### src/rtl/player_shots_pkg.sv
// rtl/player_shots_pkg.sv - shared coordinate width, shot colour and slot state type
package player_shots_pkg;

  localparam int         COORD_W    = 11;
  localparam logic [7:0] SHOT_COLOR = 8'hFF;

  typedef struct packed {
    logic               alive;
    logic [COORD_W-1:0] x;
    logic [COORD_W-1:0] y;
  } slot_t;

endpackage

### src/rtl/shot_slot.sv
// rtl/shot_slot.sv - one shot slot: position, alive flag, spawn, per-frame move and kill
module shot_slot
  import player_shots_pkg::*;
#(
  parameter int SHOT_SPEED = 4,
  parameter int SPAWN_Y    = 400
) (
  input  logic               clk,
  input  logic               reset,
  input  logic               clear_i,
  input  logic               frame_i,
  input  logic               kill_i,
  input  logic               spawn_i,
  input  logic [COORD_W-1:0] spawn_x_i,
  output slot_t              slot_o
);

  slot_t slot_q, slot_d;

  // Kill beats spawn and move; a shot that would pass above row 0 dies rather than wrapping.
  always_comb begin
    slot_d = slot_q;
    if (clear_i) begin
      slot_d = '0;
    end else if (kill_i) begin
      slot_d.alive = 1'b0;
    end else if (spawn_i) begin
      slot_d.alive = 1'b1;
      slot_d.x     = spawn_x_i;
      slot_d.y     = COORD_W'(SPAWN_Y);
    end else if (frame_i && slot_q.alive) begin
      if (slot_q.y < COORD_W'(SHOT_SPEED)) begin
        slot_d.alive = 1'b0;
      end else begin
        slot_d.y = slot_q.y - COORD_W'(SHOT_SPEED);
      end
    end
  end

  always_ff @(posedge clk) begin
    if (reset) begin
      slot_q <= '0;
    end else begin
      slot_q <= slot_d;
    end
  end

  assign slot_o = slot_q;

endmodule

### src/rtl/player_multishot_block.sv
// rtl/player_multishot_block.sv - multi-slot player shots: allocation, cooldown, hit test, drawing
module player_multishot_block
  import player_shots_pkg::*;
#(
  parameter int NUM_SHOTS       = 4,
  parameter int SHOT_WIDTH      = 2,
  parameter int SHOT_HEIGHT     = 16,
  parameter int SHOT_SPEED      = 4,
  parameter int COOLDOWN_FRAMES = 8,
  parameter int SPAWN_Y         = 400
) (
  input  logic                             clk,
  input  logic                             reset,
  input  logic [COORD_W-1:0]               pixelX,
  input  logic [COORD_W-1:0]               pixelY,
  input  logic                             startOfFrame,
  input  logic                             fireCollision,
  input  logic [COORD_W-1:0]               playerXPosition,
  input  logic                             keyRisingEdge,
  input  logic                             standBy,
  input  logic                             gameEnded,
  output logic [7:0]                       playerShotRGB,
  output logic                             playerShotDR,
  output logic [NUM_SHOTS-1:0]             aliveMask,
  output logic [$clog2(NUM_SHOTS+1)-1:0]   shotsInFlight,
  output logic                             fireAccepted
);

  localparam int IDX_W = (NUM_SHOTS > 1) ? $clog2(NUM_SHOTS) : 1;
  localparam int CNT_W = $clog2(NUM_SHOTS + 1);
  localparam int CD_W  = (COOLDOWN_FRAMES > 0) ? $clog2(COOLDOWN_FRAMES + 1) : 1;
  localparam int EXT_W = COORD_W + 1;

  logic                 play_game;
  logic                 clear;
  slot_t                slots [NUM_SHOTS];
  logic [NUM_SHOTS-1:0] alive;
  logic [NUM_SHOTS-1:0] hit;
  logic [NUM_SHOTS-1:0] kill_vec;
  logic [NUM_SHOTS-1:0] spawn_vec;

  logic                 pending_q, pending_d;
  logic [CD_W-1:0]      cd_q, cd_d, cd_dec;
  logic                 dr_q, dr_d;
  logic [IDX_W-1:0]     drawn_q, drawn_d;

  logic                 free_found;
  logic [IDX_W-1:0]     free_idx;
  logic                 spawn_ok;
  logic [CNT_W-1:0]     count;

  assign play_game = ~(standBy | gameEnded);
  assign clear     = ~play_game;

  for (genvar g = 0; g < NUM_SHOTS; g++) begin : g_slot
    logic [EXT_W-1:0] x_ext, y_ext, px_ext, py_ext;

    shot_slot #(
      .SHOT_SPEED (SHOT_SPEED),
      .SPAWN_Y    (SPAWN_Y)
    ) u_slot (
      .clk       (clk),
      .reset     (reset),
      .clear_i   (clear),
      .frame_i   (startOfFrame),
      .kill_i    (kill_vec[g]),
      .spawn_i   (spawn_vec[g]),
      .spawn_x_i (playerXPosition),
      .slot_o    (slots[g])
    );

    assign alive[g] = slots[g].alive;
    assign x_ext    = {1'b0, slots[g].x};
    assign y_ext    = {1'b0, slots[g].y};
    assign px_ext   = {1'b0, pixelX};
    assign py_ext   = {1'b0, pixelY};
    assign hit[g]   = slots[g].alive
                    && (px_ext >= x_ext) && (px_ext < x_ext + EXT_W'(SHOT_WIDTH))
                    && (py_ext >= y_ext) && (py_ext < y_ext + EXT_W'(SHOT_HEIGHT));
  end

  // Free slots are judged on this cycle's alive flags, so a slot dying or being killed now stays unused.
  always_comb begin
    free_found = 1'b0;
    free_idx   = '0;
    for (int i = NUM_SHOTS - 1; i >= 0; i--) begin
      if (!alive[i]) begin
        free_found = 1'b1;
        free_idx   = IDX_W'(i);
      end
    end
    cd_dec   = (cd_q != '0) ? cd_q - CD_W'(1) : '0;
    spawn_ok = play_game && startOfFrame && pending_q && (cd_dec == '0) && free_found;
    for (int i = 0; i < NUM_SHOTS; i++) begin
      spawn_vec[i] = spawn_ok && (int'(free_idx) == i);
      kill_vec[i]  = fireCollision && dr_q && (int'(drawn_q) == i) && alive[i];
    end
  end

  // Cooldown is tested after this frame's decrement, giving exactly COOLDOWN_FRAMES between spawns.
  always_comb begin
    pending_d = pending_q;
    cd_d      = cd_q;
    if (startOfFrame) begin
      cd_d = spawn_ok ? CD_W'(COOLDOWN_FRAMES) : cd_dec;
      if (pending_q && (cd_dec == '0)) begin
        pending_d = 1'b0;
      end
    end
    if (keyRisingEdge) begin
      pending_d = 1'b1;
    end
    if (!play_game) begin
      pending_d = 1'b0;
      cd_d      = '0;
    end
  end

  always_comb begin
    dr_d    = 1'b0;
    drawn_d = '0;
    for (int i = NUM_SHOTS - 1; i >= 0; i--) begin
      if (hit[i]) begin
        dr_d    = 1'b1;
        drawn_d = IDX_W'(i);
      end
    end
  end

  always_ff @(posedge clk) begin
    if (reset) begin
      pending_q <= 1'b0;
      cd_q      <= '0;
      dr_q      <= 1'b0;
      drawn_q   <= '0;
    end else begin
      pending_q <= pending_d;
      cd_q      <= cd_d;
      dr_q      <= dr_d;
      drawn_q   <= drawn_d;
    end
  end

  always_comb begin
    count = '0;
    for (int i = 0; i < NUM_SHOTS; i++) begin
      count = count + CNT_W'(aliveMask[i]);
    end
  end

  assign aliveMask     = reset ? '0 : alive;
  assign shotsInFlight = count;
  assign playerShotDR  = dr_q & ~reset;
  assign playerShotRGB = playerShotDR ? SHOT_COLOR : 8'h00;
  assign fireAccepted  = spawn_ok & ~reset;

endmodule
### config.mk
export PLATFORM = sky130hd
export DESIGN_NAME = player_multishot_block
export DESIGN_NICKNAME = d
export VERILOG_FILES = /design/src/rtl/player_shots_pkg.sv /design/src/rtl/shot_slot.sv /design/src/rtl/player_multishot_block.sv
export SDC_FILE = /design/constraint.sdc
export NUM_CORES = 1
export LEC_CHECK = 0
export CORE_MARGIN = 5
export CORE_UTILIZATION = 30
export CTS_CLUSTER_DIAMETER = 100
export DETAILED_ROUTE_END_ITERATION = 10
export GPL_ROUTABILITY_DRIVEN = 0
export PLACE_DENSITY_LB_ADDON = 0.2
export SLEW_MARGIN = 20
export SYNTH_ARGS = -nofsm -noshare
export SYNTH_HDL_FRONTEND = slang
export SYNTH_SLANG_ARGS = --single-unit
### constraint.sdc
create_clock -name clk -period 4 [get_ports clk]
set_input_delay 0.4 -clock clk [delete_from_list [all_inputs] [get_ports clk]]
set_output_delay 0.4 -clock clk [all_outputs]
set_load 0.1 [all_outputs]
==> out/results.txt <==
Setup violations, final: 0
Core Rows: 60
Num CTS Buffers: 9
Crit Path Category: reg -> reg
Die area: 0.0304 sq mm
Max_cap viols: 0
Pwr dens: 244 mW/mm^2
Total Routed Length: 22.5 mm
Max clock buf depth: 2
Max VDD drop: 169 uV
Number of flops mapped to enable cells by yosys: 0
Crit-path max FO: 5
Synth Register Bits: 92
Ports: 57
Yosys warning count: 0
Final number of max-transition violations: 0
Worst slew pin tran: 0.786 ns
Min-delay src: g_slot[2].u_slot.slot_o[20]$_SDFFE_PP0P_
Vias per Instance: 4.97
Sequential Area: 0.00184 sq mm
Worst Path Required: 4.27 ns
Cell Area, Placed: 0.00903 sq mm
Tmin final: 3.30 ns
Hold path cells: 2
Share of cells above drive strength 1: 5.47%
Worst reg2reg startpoint: g_slot[3].u_slot.slot_o[4]$_SDFFE_PP0P_
Clk slew on worst S/H paths: 0.07 ns
Tot GR Track Use: 15.1%
Vias: 7058
Register-to-Register Setup Slack: 0.70 ns
Cell accounting for the most synthesized area: ha_1
Ant diodes: 0
RSZ-0062 raised after global routing: false
Clock Skew: 0.0100 ns
Crit path DAT: 3.57 ns
Post-cts sizing count: 0
Nets: 1280
Syn Area/Cell: 7.92 sq um
Top cells by area, synth: ha_1 (26%), dfxtp_1 (23%), xnor2_1 (8.3%)
Total congestion overflow: 0
Synth top area share: 25.6%
Drt wl/cell: 15.9 um
Design Area, Final: 0.00941 sq mm
Worst Hold Path EP: g_slot[2].u_slot.slot_o[20]$_SDFFE_PP0P_
Pre-Repair DR Iteration Count: 4
Syn Inst Count: 1022
Setup Buffers After CTS: 0
Largest net degree at the start of global routing: 79
Seq/Total Area, Yosys: 22.7%
Synth Flop Type: dfxtp_1
Synth unique cells: 53
CP Capture Type: flop
Worst min-delay path class: reg -> reg
Ys async rst share: 0%
Post-detail-place hpwl: 17.9 mm
Initial DRC Count: 335
Input/output buffers: 54
Die width: 174 um
First-pass GRT wire length: 37.5 mm
Pre-CTS setup slack: 0.678 ns
Worst r2r dst: drawn_q[1]$_SDFF_PP0_
Final WS setup: 0.702 ns
Die span in y: 174 um
Fin. Hold Viols: 0
CTS hold repair buffers: 0
Area grow syn2layout: 16.1%
Critical Path Start Type: flop
Slew HR: 47.2%
Outcome: finished, final reports clean
Tcrit/Tclk final: 82.5%
Leakage Power: 3.37 nW
Fmax: 303 MHz
Initial core utilization: 30.2%
Synthesized area: 0.00810 sq mm
# DRC: 0
H-tree lvl count: 3
Vias in the first global route: 7021
Root buf cell: clkbuf_16
# fillers: 2858
Clk sink count: 92
CTS tree: built
Initial antenna violation count: 0
R2r worst-path depth: 11
Core Box Area: 0.0268 sq mm
Syn Nets: 1229
Multi-input logic area: 0.00574 sq mm
ANT nets after route: 0
Worst skew pair latency: 0.36 ns
Setup TNS: 0 ns
## power breakdown
part	leakage, nW	total (mW)	internal (mW)	switching (mW)
combinational	2.44	0.281	0.125	0.155
clock	0.181	1.09	0.681	0.414
sequential	0.741	0.916	0.915	0.000608
total	3.37	2.29	1.72	0.570
## synth_stat cells (9+ instances only)
master / count
a211oi_1: 14
a21o_1: 9
a21oi_1: 108
clkbuf_1: 23
dfxtp_1: 92
ha_1: 166
inv_1: 99
nand2_1: 119
nand3_1: 56
nand4_1: 10
nor2_1: 52
nor2b_1: 9
nor3_1: 36
o211ai_1: 10
o21a_1: 14
o21ai_0: 36
xnor2_1: 77
## metal layers
metal  GRT usage (%)  wire (um)  share of wire [%]  vias to the layer above
met2            25.4      10400                 46                       89
met1            20.9      11400                 51                     3254
met5               0          0                  0                        -
met4            2.08        150               0.67                        0
li1                -          -                  -                     3708
met3            2.61        609                2.7                        7
## area by class of cell
cell class | count | area share, %
multi-input combinational | 799 | 61.0
sequential | 92 | 19.6
clock inverter | 7 | 1.56
inverter | 99 | 3.95
tap | 341 | 4.54
timing repair buffer | 72 | 7.00
clock buffer | 9 | 2.39
## per-stage QoR
stage | util [%] | total power [mW] | hold slack [ns] | std cells
final | 35.1 | 2.29 | 0.457 | 1419
after global routing | 35.1 | 2.41 | 0.478 | 1419
after CTS | 35.1 | 2.33 | 0.459 | 1419
after detailed placement | 33.7 | 1.22 | 0.450 | 1403
after global placement | 33.7 | 1.22 | 0.445 | 1403
after floorplan | - | 1.08 | 0.436 | 1022
## cells in the final DEF (no fill, tap or decap), types with 4 or more instances in the layout
master / count
a21o_1: 9
and3_1: 4
a2111oi_0: 4
clkbuf_16: 9
buf_4: 33
bufinv_16: 4
nand2_1: 118
nor4_1: 8
nor3_1: 36
nand2b_1: 8
o211ai_1: 10
nand3_1: 56
dfxtp_1: 92
a211oi_1: 14
inv_1: 99
clkdlybuf4s50_1: 37
nand4_1: 10
xnor2_1: 77
or4_1: 4
a21oi_1: 108
nor2b_1: 9
o2111ai_1: 7
o21a_1: 14
o21ai_0: 36
ha_1: 166
or3_1: 7
nor2_1: 52
## state kept, by name, indices dropped and copies added, names as in the netlist
| name | cells |
|---|---|
| drawn_q | 2 |
| g_slot.u_slot.slot_o | 84 |
| cd_q | 4 |
| pending_q | 1 |
| dr_q | 1 |
## logic make-up (layout without fill, tap and decap cells)
family / after synthesis / count (layout) / synth area share, %
xor gates and xnor gates: 77 / 77 / 8.33
buffers and inverters: 131 / 187 / 6.46
adders and majority gates: 167 / 167 / 25.9
and+or+nand+nor: 327 / 327 / 19.2
AOI/OAI and AO/OA: 228 / 228 / 17.4
DFF: 92 / 92 / 22.7
## how the worst max path moves through the flow
| stage | startpoint | end | slack (ns) | cells past startpoint |
|---|---|---|---|---|
| after detailed placement | g_slot[3].u_slot.slot_o[4]$_SDFFE_PP0P_ | drawn_q[1]$_SDFF_PP0_ | 0.68 | 11 |
| after CTS | g_slot[3].u_slot.slot_o[4]$_SDFFE_PP0P_ | drawn_q[1]$_SDFF_PP0_ | 0.69 | 11 |
| after global placement | g_slot[3].u_slot.slot_o[4]$_SDFFE_PP0P_ | drawn_q[1]$_SDFF_PP0_ | 0.78 | 11 |
| after global routing | g_slot[3].u_slot.slot_o[4]$_SDFFE_PP0P_ | drawn_q[1]$_SDFF_PP0_ | 0.23 | 11 |
| after floorplan | reset | shotsInFlight[2] | 0.70 | 3 |
| final | g_slot[3].u_slot.slot_o[4]$_SDFFE_PP0P_ | drawn_q[1]$_SDFF_PP0_ | 0.70 | 11 |
## critical path, cell delays in order, from the launching register on
cell and delay (ns):
dfxtp_1 0.43, inv_1 0.14, ha_1 0.30, inv_1 0.05, ha_1 0.28, a2111oi_0 0.37, a21oi_1 0.17, a2111oi_0 0.57
o22ai_1 0.13, nor4_1 0.45, nor2_1 0.07, nor4_1 0.25
Note: power is estimated with default switching activity, not from simulation.
